==> src/rtl/instr_fetch_queue_if.sv <==
// Fetch-queue bus bundle: instruction-memory port, MEM-stage redirect and the IF/ID handshake.
// Directions in signal names are as seen from the fetch queue (modport master).
interface instr_fetch_queue_if #(
  parameter int unsigned DEPTH = 4
);
  localparam int unsigned CntW = $clog2(DEPTH) + 1;

  logic [31:0]     imem_addr_o;
  logic [31:0]     imem_instr_i;
  logic            redirect_i;
  logic [31:0]     redirect_addr_i;
  logic            id_ready_i;
  logic            id_valid_o;
  logic [31:0]     id_instr_o;
  logic [31:0]     id_pc_plus_four_o;
  logic [CntW-1:0] count_o;

  modport master (
    output imem_addr_o,
    input  imem_instr_i,
    input  redirect_i,
    input  redirect_addr_i,
    input  id_ready_i,
    output id_valid_o,
    output id_instr_o,
    output id_pc_plus_four_o,
    output count_o
  );

  modport slave (
    input  imem_addr_o,
    output imem_instr_i,
    output redirect_i,
    output redirect_addr_i,
    output id_ready_i,
    input  id_valid_o,
    input  id_instr_o,
    input  id_pc_plus_four_o,
    input  count_o
  );
endinterface

==> src/rtl/instr_fetch_queue.sv <==
// Fetch stage: owns the PC, reads the combinational imem and queues {pc+4, instr} toward ID.
// Optional same-cycle empty-queue bypass is enabled by defining FETCH_BYPASS_EN.
module instr_fetch_queue #(
  parameter int unsigned DEPTH    = 4,
  parameter logic [31:0] RESET_PC = 32'h0000_0000
) (
  input logic          clk_i,
  input logic          rst_i,
  instr_fetch_queue_if.master bus
);

  localparam int unsigned PtrW = $clog2(DEPTH);
  localparam int unsigned CntW = PtrW + 1;
  localparam logic [CntW-1:0] CntFull = CntW'(DEPTH);

`ifdef FETCH_BYPASS_EN
  localparam bit BypassEn = 1'b1;
`else
  localparam bit BypassEn = 1'b0;
`endif

  logic [31:0]     fetch_pc_q, fetch_pc_d;
  logic [PtrW-1:0] wr_ptr_q, wr_ptr_d;
  logic [PtrW-1:0] rd_ptr_q, rd_ptr_d;
  logic [CntW-1:0] count_q, count_d;
  logic [31:0]     instr_q [DEPTH];
  logic [31:0]     ppf_q   [DEPTH];

  logic [31:0] pc_plus_four;
  logic        queue_empty;
  logic        queue_full;
  logic        head_valid;
  logic        bypass;
  logic        pop;
  logic        push;
  logic        wr_en;
  logic        id_valid;
  logic [31:0] id_instr;
  logic [31:0] id_ppf;

  // Word alignment is forced on redirect targets, so the low bits are never read.
  logic unused_redirect_lsbs;
  assign unused_redirect_lsbs = ^bus.redirect_addr_i[1:0];

  always_comb begin
    pc_plus_four = fetch_pc_q + 32'd4;
    queue_empty  = (count_q == '0);
    queue_full   = (count_q == CntFull);
    head_valid   = ~queue_empty;
    // Bypass is held off during reset so the reset-cycle outputs stay quiet.
    bypass       = BypassEn & queue_empty & ~bus.redirect_i & bus.id_ready_i & ~rst_i;
    pop          = head_valid & bus.id_ready_i;
    push         = ~bus.redirect_i & (~queue_full | pop);
    // A bypassed fetch is consumed directly by ID and never occupies a slot.
    wr_en        = push & ~bypass;
  end

  always_comb begin
    id_valid = head_valid | bypass;
    id_instr = 32'h0;
    id_ppf   = 32'h0;
    if (head_valid) begin
      id_instr = instr_q[rd_ptr_q];
      id_ppf   = ppf_q[rd_ptr_q];
    end else if (bypass) begin
      id_instr = bus.imem_instr_i;
      id_ppf   = pc_plus_four;
    end
  end

  always_comb begin
    fetch_pc_d = fetch_pc_q;
    wr_ptr_d   = wr_ptr_q;
    rd_ptr_d   = rd_ptr_q;
    count_d    = count_q;
    if (bus.redirect_i) begin
      fetch_pc_d = {bus.redirect_addr_i[31:2], 2'b00};
      wr_ptr_d   = '0;
      rd_ptr_d   = '0;
      count_d    = '0;
    end else begin
      if (push) begin
        fetch_pc_d = pc_plus_four;
      end
      if (wr_en) begin
        wr_ptr_d = wr_ptr_q + PtrW'(1);
      end
      if (pop) begin
        rd_ptr_d = rd_ptr_q + PtrW'(1);
      end
      case ({wr_en, pop})
        2'b10:   count_d = count_q + CntW'(1);
        2'b01:   count_d = count_q - CntW'(1);
        default: count_d = count_q;
      endcase
    end
  end

  always_ff @(posedge clk_i) begin
    if (rst_i) begin
      fetch_pc_q <= RESET_PC;
      wr_ptr_q   <= '0;
      rd_ptr_q   <= '0;
      count_q    <= '0;
    end else begin
      fetch_pc_q <= fetch_pc_d;
      wr_ptr_q   <= wr_ptr_d;
      rd_ptr_q   <= rd_ptr_d;
      count_q    <= count_d;
    end
  end

  // Payload storage needs no reset; occupancy alone decides what is visible.
  always_ff @(posedge clk_i) begin
    if (wr_en) begin
      instr_q[wr_ptr_q] <= bus.imem_instr_i;
      ppf_q[wr_ptr_q]   <= pc_plus_four;
    end
  end

  assign bus.imem_addr_o       = fetch_pc_q;
  assign bus.id_valid_o        = id_valid;
  assign bus.id_instr_o        = id_instr;
  assign bus.id_pc_plus_four_o = id_ppf;
  assign bus.count_o           = count_q;

endmodule

==> src/flat_wrapper.sv <==
// flat-port wrapper written by rule: the top's interface ports become plain ports
module instr_fetch_queue_flat 
#(
  parameter int unsigned DEPTH    = 4,
  parameter logic [31:0] RESET_PC = 32'h0000_0000
)
  (clk_i, rst_i, bus_imem_addr_o, bus_imem_instr_i, bus_redirect_i, bus_redirect_addr_i, bus_id_ready_i, bus_id_valid_o, bus_id_instr_o, bus_id_pc_plus_four_o, bus_count_o);
  instr_fetch_queue_if #(.DEPTH(DEPTH)) bus_i ();
  input logic clk_i;
  input logic rst_i;
  output wire logic [$bits(bus_i.imem_addr_o)-1:0] bus_imem_addr_o;
  input wire logic [$bits(bus_i.imem_instr_i)-1:0] bus_imem_instr_i;
  input wire logic [$bits(bus_i.redirect_i)-1:0] bus_redirect_i;
  input wire logic [$bits(bus_i.redirect_addr_i)-1:0] bus_redirect_addr_i;
  input wire logic [$bits(bus_i.id_ready_i)-1:0] bus_id_ready_i;
  output wire logic [$bits(bus_i.id_valid_o)-1:0] bus_id_valid_o;
  output wire logic [$bits(bus_i.id_instr_o)-1:0] bus_id_instr_o;
  output wire logic [$bits(bus_i.id_pc_plus_four_o)-1:0] bus_id_pc_plus_four_o;
  output wire logic [$bits(bus_i.count_o)-1:0] bus_count_o;
  assign bus_imem_addr_o = bus_i.imem_addr_o;
  assign bus_i.imem_instr_i = bus_imem_instr_i;
  assign bus_i.redirect_i = bus_redirect_i;
  assign bus_i.redirect_addr_i = bus_redirect_addr_i;
  assign bus_i.id_ready_i = bus_id_ready_i;
  assign bus_id_valid_o = bus_i.id_valid_o;
  assign bus_id_instr_o = bus_i.id_instr_o;
  assign bus_id_pc_plus_four_o = bus_i.id_pc_plus_four_o;
  assign bus_count_o = bus_i.count_o;
  instr_fetch_queue #(.DEPTH(DEPTH), .RESET_PC(RESET_PC)) u_core (.clk_i(clk_i), .rst_i(rst_i), .bus(bus_i));
endmodule
==> config.mk <==
export PLATFORM = sky130hd
export DESIGN_NAME = instr_fetch_queue_flat
export DESIGN_NICKNAME = d
export VERILOG_FILES = /design/src/rtl/instr_fetch_queue_if.sv /design/src/rtl/instr_fetch_queue.sv /design/src/flat_wrapper.sv
export SDC_FILE = /design/constraint.sdc
export NUM_CORES = 1
export LEC_CHECK = 0
export CAP_MARGIN = 20
export CORE_UTILIZATION = 30
export DETAILED_ROUTE_END_ITERATION = 12
export HOLD_SLACK_MARGIN = 0.06
export PLACE_DENSITY = 0.6
export SLEW_MARGIN = 20
export SYNTH_ARGS = -nofsm -noshare
export SYNTH_HDL_FRONTEND = slang
export SYNTH_SLANG_ARGS = --single-unit
==> constraint.sdc <==
create_clock -name clk_i -period 4.2 [get_ports clk_i]
set_clock_uncertainty 0.1 [all_clocks]
set_input_delay 0.42 -clock clk_i [delete_from_list [all_inputs] [get_ports clk_i]]
set_output_delay 0.42 -clock clk_i [all_outputs]
set_load 0.005 [all_outputs]
==> metrics.sh, run 1 <==
GRT_MAX_DEGREE=63
SYNTH.LIB_CELLS_USED.DISTINCT=44
YOSYS.AREA.TOP_TYPE_SHARE=0.626
CTS.HTREE.LEVELS=1
CRITPATHLAUNCHTYPE='register'
WORST_R2R_PATH_DEPTH=5
CRITICAL_PATH_REQUIRED_NS=3.68
SLEW-LIMIT-HEADROOM=0.302
SHARE_COMB_OF_TOTAL_POWER=0.082
NUMBER_OF_PLACED_I_O_PINS=168
WL_MET2_UM=13100
FIRST_GLOBAL_VIAS=7020
DIE_Y_UM=201
RR_ENDPOINT='u_core.ppf_q[1][31]'
WL_MET3_UM=1520
YOSYS_REGISTER_BITS=287
ROUTED-VIA-COUNT=6798
SWITCHING_PART_OF_THE_TOTAL_POWER=0.213
HOLDBUFCOUNTCTS=0
ANT_NETS=0
CORE_AREA_UM2=38900
FIRST_PASS_ITERS=5
FMAXACHIEVABLE_MHz=293
SYN-CELL-AREA_UM2=11900
TIMING.HOLD.WORST_ENDPOINT='u_core.bus.imem_addr_o[8]'
CTS.SINKS=287
CRITPATHMAXFANOUT=23
FINAL-SETUP-VIOL-COUNT=0
POST-DP-HPWL_UM=17000
WORSTREG2REGSTART='u_core.bus.imem_addr_o[6]'
SETUP_SLACK_AFTER_PLACEMENT_NS=0.912
WORSTHOLDSTART='bus_redirect_addr_i[8]'
GRT_USAGE=0.137
CP.ARRIVAL_NS=2.89
SYNTH_LARGEST_AREA_CELL='edfxtp_1'
PLACE.GP.CONGESTION=0.719
POSTSYNTH.ASYNCRESETSHARE=0
SYN_TO_FINAL_GROWTH_PCT=27.0
PER_CELL_VIA_COUNT_IN_THE_ROUTED_DESIGN=4.74
SETUP_REPAIR_AFTER_GLOBAL_ROUTING_MISSED_ITS_MARGIN='false'
CTS_SETUP_BUFFERS=0
M1WIRELENGTH_UM=12500
CRITPATHCAPTURETYPE='output port'
SYNTH-WARNING-COUNT=0
POST_DETAILED_ROUTE_DRC_MARKER_COUNT=0
CLOCK_TREE_FROM_TRITONCTS='yes'
DESIGN_AREA_FINAL_UM2=15100
RUN_STATUS='completed'
R2R_SETUP_SLACK_NS=1.39
SHARE_SEQ_OF_TOTAL_POWER=0.506
SETUP_SLACK_NS=0.792
FINAL.MIN_CLOCK_PERIOD_NS=3.41
AVGROUTEDWIREPERCELL_UM=19.3
DIEAREA_UM2=40500
INTERNAL_POWER_mW=5.09
POST_SYNTH_EDFFS=248
MAX-CAP-VIOLATIONS=0
SYNTH.YOSYS.SEQ_AREA_SHARE=0.691
POST_CTS_RESIZED=0
TIMING.SETUP.TNS_NS=0
FINALWIRELENGTH_UM=27700
HOLD-PATH-CELL-COUNT=3
INITIAL_ANTENNA_VIOLATION_COUNT=3
NETLIST_INSTANCES=731
FINALNETCOUNT=966
DR.MAX_LAYER_USED='met4'
DRT_ITER0_MARKERS=325
POWER_DENSITY_nW_PER_UM2=427
REPORT.FINAL.SLEW_VIOL_COUNT=0
DIE_WIDTH_UM=201
MAX-VDD-IR-DROP_mV=0.286
CTS.CLK_SLEW.WORST_PATHS_NS=0.06
PLACE.PORT_BUFFERS=161
INITIAL_UTILIZATION=0.306
WORST_HOLD_SLACK_NS=0.320
LAYOUT-DRIVE-GT1-SHARE=0.145
FP-ROW-COUNT=72
PLACED_CELL_AREA_UM2=14100
ANTENNADIODECOUNT=0
CLOCK_POWER_SHARE=0.412
GR-TOTAL-OVERFLOW=0
HOLDCRITPATHCLASS='input pin to register'
WORSTSKEWPAIRLATENCY_NS=0.56
CTS.ROOT.BUFFER_CELL='clkbuf_16'
YS_TOP_CELLS_BY_AREA='edfxtp_1 63%, mux4_2 12%, dfxtp_1 6.6%'
HOLD_VIOL_FINAL=0
SYNTH_AREA_PER_CELL_UM2=16.3
CTS.PATH.MAX_BUFFERS=3
GRT_FIRST_PASS_WIRELENGTH_UM=42600
CTS-BUFFERS-INSERTED=30
TIMING_WORST_SETUP_PATH_TYPE='register to output port'
FINAL_CORE_UTIL=0.389
YOSYS.CELL_COUNT.TOP_TYPE='edfxtp_1'
POWER.SWITCHING_mW=1.38
TOP_CELLS_BY_INSTANCE_COUNT_AFTER_SYNTHESIS='248 x edfxtp_1, 67 x and2_1, 62 x mux4_2'
YS.FLOP_TYPE='edfxtp_1'
POWER_LEAKAGE_nW=4.88
MIN_PERIOD_OVER_PERIOD=0.811
TIGHTESTPINTRANSITION_NS=1.05
metrics by stage:
stage / instances / total power [mW]
after floorplan: 734 / 3.56
after global placement: 1378 / 3.87
after detailed placement: 1378 / 3.88
after CTS: 1434 / 6.55
after global routing: 1434 / 6.69
final: 1434 / 6.46
flip-flops by register name (all words and copies together), names as in the netlist, named ones only:
signal / count
u_core.bus.count_o: 3
u_core.bus.imem_addr_o: 30
u_core.instr_q: 128
u_core.ppf_q: 120
u_core.rd_ptr_q: 2
u_core.wr_ptr_q: 2
area by class of cell:
| type | count | area (um2) |
|---|---|---|
| multi-input cells | 392 | 3490 |
| flip-flops and latches | 287 | 8240 |
| clock inverters | 18 | 190 |
| inverters | 8 | 30.0 |
| clock buffers | 38 | 802 |
| well taps | 518 | 648 |
| fillers | 3689 | 23800 |
| repair buffers | 173 | 1730 |
layout by cell type, fill, tap and decap left out, types with 3 or more instances in the layout:
cell type	n
edfxtp_1	248
clkdlybuf4s50_1	161
and2_1	67
mux4_2	62
nand2_1	41
nor2_1	39
dfxtp_1	37
xor2_1	31
clkbuf_16	31
xnor2_1	18
nand3_1	17
a21oi_1	17
nand4_1	14
a211oi_1	11
buf_4	10
nor3_1	9
inv_1	7
clkinv_1	7
clkbuf_1	7
nor4_1	6
and3_1	5
o21ai_0	5
ha_1	5
clkinv_2	5
and3_4	4
mux2i_1	4
conb_1	4
bufinv_16	4
and4_1	3
or3_1	3
o31ai_1	3
clkinvlp_4	3
layer usage:
| metal | track usage | vias up |
|---|---|---|
| met3 | 0.0224 | 34 |
| li1 | - | 3129 |
| met1 | 0.188 | 3433 |
| met4 | 0.0306 | 0 |
| met2 | 0.226 | 202 |
| met5 | 0 | - |
cells by family (layout without fill, tap and decap cells):
logic type | after synthesis | after routing | synth area share
adder cells (fa/ha/maj) | 6 | 6 | 0.00694
buffers and inverters | 55 | 237 | 0.0189
AO/OA/AOI/OAI | 44 | 44 | 0.0238
AND/OR/NAND/NOR | 223 | 223 | 0.102
XOR/XNOR | 49 | 49 | 0.0360
flip-flops | 287 | 287 | 0.691
multiplexers | 66 | 66 | 0.121
other | 1 | 4 | 0.000315
worst max-delay path, stage by stage, from the launching register on:
cell	delay, ns
dfxtp_4	0.68
buf_4	0.43
mux4_2	0.55
and2_1	0.21
clkdlybuf4s50_1	0.46
worst max-delay path by stage:
stage,cells after the start,end,from,slack (ns)
6_report,4,bus_id_pc_plus_four_o[6],register,0.79
5_1_grt,4,bus_id_pc_plus_four_o[11],register,0.58
4_1_cts,4,bus_id_pc_plus_four_o[6],register,0.68
3_5_place_dp,4,u_core.ppf_q[1][11],bus_id_ready_i,0.91
3_3_place_gp,4,u_core.instr_q[2][15],bus_id_ready_i,0.96
2_1_floorplan,4,u_core.instr_q[0][0],bus_id_ready_i,1.02
power groups by stage:
| stage | clock [mW] | combinational, mW | sequential [mW] |
|---|---|---|---|
| final | 2.66 | 0.529 | 3.27 |
| after global routing | 2.83 | 0.579 | 3.28 |
| after detailed placement | 0 | 0.541 | 3.33 |
| after floorplan | 0 | 0.248 | 3.31 |
| after CTS | 2.74 | 0.544 | 3.27 |
| after global placement | 0 | 0.537 | 3.33 |
Power figures use the tool's default switching activity.
==> inputs of run 2 (changes only) <==
clock period = 3.15 ns   (was 4.2 ns; I/O delays follow)
==> metrics.sh, run 2 (synthesized netlist as in run 1, its figures left out) <==
POWER_DENSITY_nW_PER_UM2=576  # was 427 nW/um2
CTS.PATH.MAX_BUFFERS=3  # unchanged
HOLDCRITPATHCLASS='input pin to register'  # unchanged
GRT_USAGE=0.143  # was 0.137
HOLD_VIOL_FINAL=0  # unchanged
PLACE.PORT_BUFFERS=161  # unchanged
SYN_TO_FINAL_GROWTH_PCT=29.3  # was 27.0%
SETUP_SLACK_NS=0.175  # was 0.792 ns
TIMING_WORST_SETUP_PATH_TYPE='register to output port'  # unchanged
MULTI_INPUT_COMB_AREA_UM2=3490  # unchanged
CTS.SINKS=287  # unchanged
DIE_Y_UM=201  # unchanged
CP.ARRIVAL_NS=2.56  # was 2.89 ns
ANTENNADIODECOUNT=0  # unchanged
POST_CTS_RESIZED=0  # unchanged
HOLDBUFCOUNTCTS=0  # unchanged
ANT_NETS=0  # unchanged
CTS.CLK_SLEW.WORST_PATHS_NS=0.06  # about the same
FMAXACHIEVABLE_MHz=336
SETUP_REPAIR_AFTER_GLOBAL_ROUTING_MISSED_ITS_MARGIN='false'  # unchanged
FINAL.FILL_COUNT=3661  # was 3689
CTS-BUFFERS-INSERTED=34  # was 30
FINAL-SETUP-VIOL-COUNT=0  # unchanged
DRT_ITER0_MARKERS=369  # was 325
LAYOUT_COMMON_CELLS='248 x edfxtp_1, 161 x clkdlybuf4s50_1, 67 x and2_1, 62 x mux4_2, 41 x nand2_1'  # unchanged
MAX-CAP-VIOLATIONS=0  # unchanged
LAYOUTNONFILLERINSTCOUNT=1455  # was 1434
CRITPATHLAUNCHTYPE='register'  # unchanged
ROUTED-VIA-COUNT=6959  # was 6798
FINALNETCOUNT=987  # was 966
LARGEST_REGISTER_FF_COUNT=128  # unchanged
AREA.SEQUENTIAL_UM2=8240  # unchanged
AVGROUTEDWIREPERCELL_UM=19.7  # was 19.3 um
CORE_AREA_UM2=38900  # unchanged
FIRST_PASS_ITERS=4  # was 5
CRITPATHCAPTURETYPE='output port'  # unchanged
SLEW-LIMIT-HEADROOM=0.302  # about the same
REGISTERS.TOP_BY_FF_COUNT='u_core.instr_q'  # unchanged
POWER_LEAKAGE_nW=5.03  # was 4.88 nW
SETUP_SLACK_AFTER_PLACEMENT_NS=0.431  # was 0.912 ns
REPORT.FINAL.SLEW_VIOL_COUNT=0  # unchanged
CLOCK_TREE_FROM_TRITONCTS='yes'  # unchanged
NUMBER_OF_PLACED_I_O_PINS=168  # unchanged
FINALWIRELENGTH_UM=28700  # was 27700 um
GRT_FIRST_PASS_WIRELENGTH_UM=44200  # was 42600 um
CTS.ROOT.BUFFER_CELL='clkbuf_16'  # unchanged
GR-TOTAL-OVERFLOW=0  # unchanged
FP-ROW-COUNT=72  # unchanged
POST_DETAILED_ROUTE_DRC_MARKER_COUNT=0  # unchanged
MAX-VDD-IR-DROP_mV=0.332  # was 0.286 mV
TIMING.SETUP.TNS_NS=0  # unchanged
DIE_WIDTH_UM=201  # unchanged
NUMPLACEDINSTANCES=1394  # was 1378
MOSTFREQUENTLAYOUTCELL='edfxtp_1'  # unchanged
RUN_STATUS='completed'  # unchanged
MIN_PERIOD_OVER_PERIOD=0.944
R2R_SETUP_SLACK_NS=0.44  # was 1.39 ns
FINAL.MIN_CLOCK_PERIOD_NS=2.97
PER_CELL_VIA_COUNT_IN_THE_ROUTED_DESIGN=4.78  # was 4.74
CRITICAL_PATH_REQUIRED_NS=2.73  # was 3.68 ns
TIGHTESTPINTRANSITION_NS=1.05  # about the same
LAYOUT-DRIVE-GT1-SHARE=0.162  # was 0.145
DIEAREA_UM2=40500  # unchanged
CTS.HTREE.LEVELS=2  # was 1
INITIAL_ANTENNA_VIOLATION_COUNT=1  # was 3
CRITPATHMAXFANOUT=22  # was 23
POST-DP-HPWL_UM=18200  # was 17000 um
CTS_SETUP_BUFFERS=0  # unchanged
GRT_MAX_DEGREE=63  # unchanged
WORSTSKEWPAIRLATENCY_NS=0.50  # was 0.56 ns
INITIAL_UTILIZATION=0.306  # unchanged
FIRST_GLOBAL_VIAS=7141  # was 7020
PLACE.GP.CONGESTION=0.773  # was 0.719
-- run 2: report_power, final --
group / switching, mW / internal, mW
Combinational: 0.332 / 0.402
Sequential: 0.0763 / 4.28
Clock: 1.46 / 2.33
-- run 2: area by class of cell --
| class | count | share of cell area |
|---|---|---|
| Sequential cell | 287 | 0.535 |
| Multi-Input combinational cell | 392 | 0.227 |
| Timing Repair Buffer | 190 | 0.124 |
| Clock buffer | 51 | 0.0642 |
| Tap cell | 518 | 0.0421 |
| Clock inverter | 9 | 0.00601 |
| Inverter | 8 | 0.00195 |
-- run 2: routing by layer --
metal,track usage,share of wire
met1,0.196,0.45
met2,0.227,0.47
met3,0.0369,0.067
met4,0.0357,0.016
met5,0,0.00045
-- run 2: critical path, stage by stage (launching register included) --
cell and delay, ns:
dfxtp_4 0.60, buf_12 0.27, mux4_2 0.52, and2_1 0.19, clkdlybuf4s50_1 0.45
-- run 2: metrics by stage --
step	power [mW]	hold slack, ns	utilization	instance area [um2]
final	8.88	0.274	0.396	15400
after global routing	9.20	0.260	0.396	15400
after CTS	9.01	0.249	0.395	15400
after detailed placement	5.18	0.412	0.367	14300
after global placement	5.17	0.381	0.367	14300
after floorplan	4.74	0.314	-	11900
-- run 2: final timing paths --
check / from / to / cells past startpoint
min: bus_redirect_addr_i[10] / u_core.bus.imem_addr_o[10] / 3
max: register / bus_id_instr_o[14] / 4
min reg2reg: u_core.wr_ptr_q[1] / u_core.wr_ptr_q[1] / 2
max reg2reg: u_core.bus.imem_addr_o[6] / u_core.bus.imem_addr_o[31] / 5
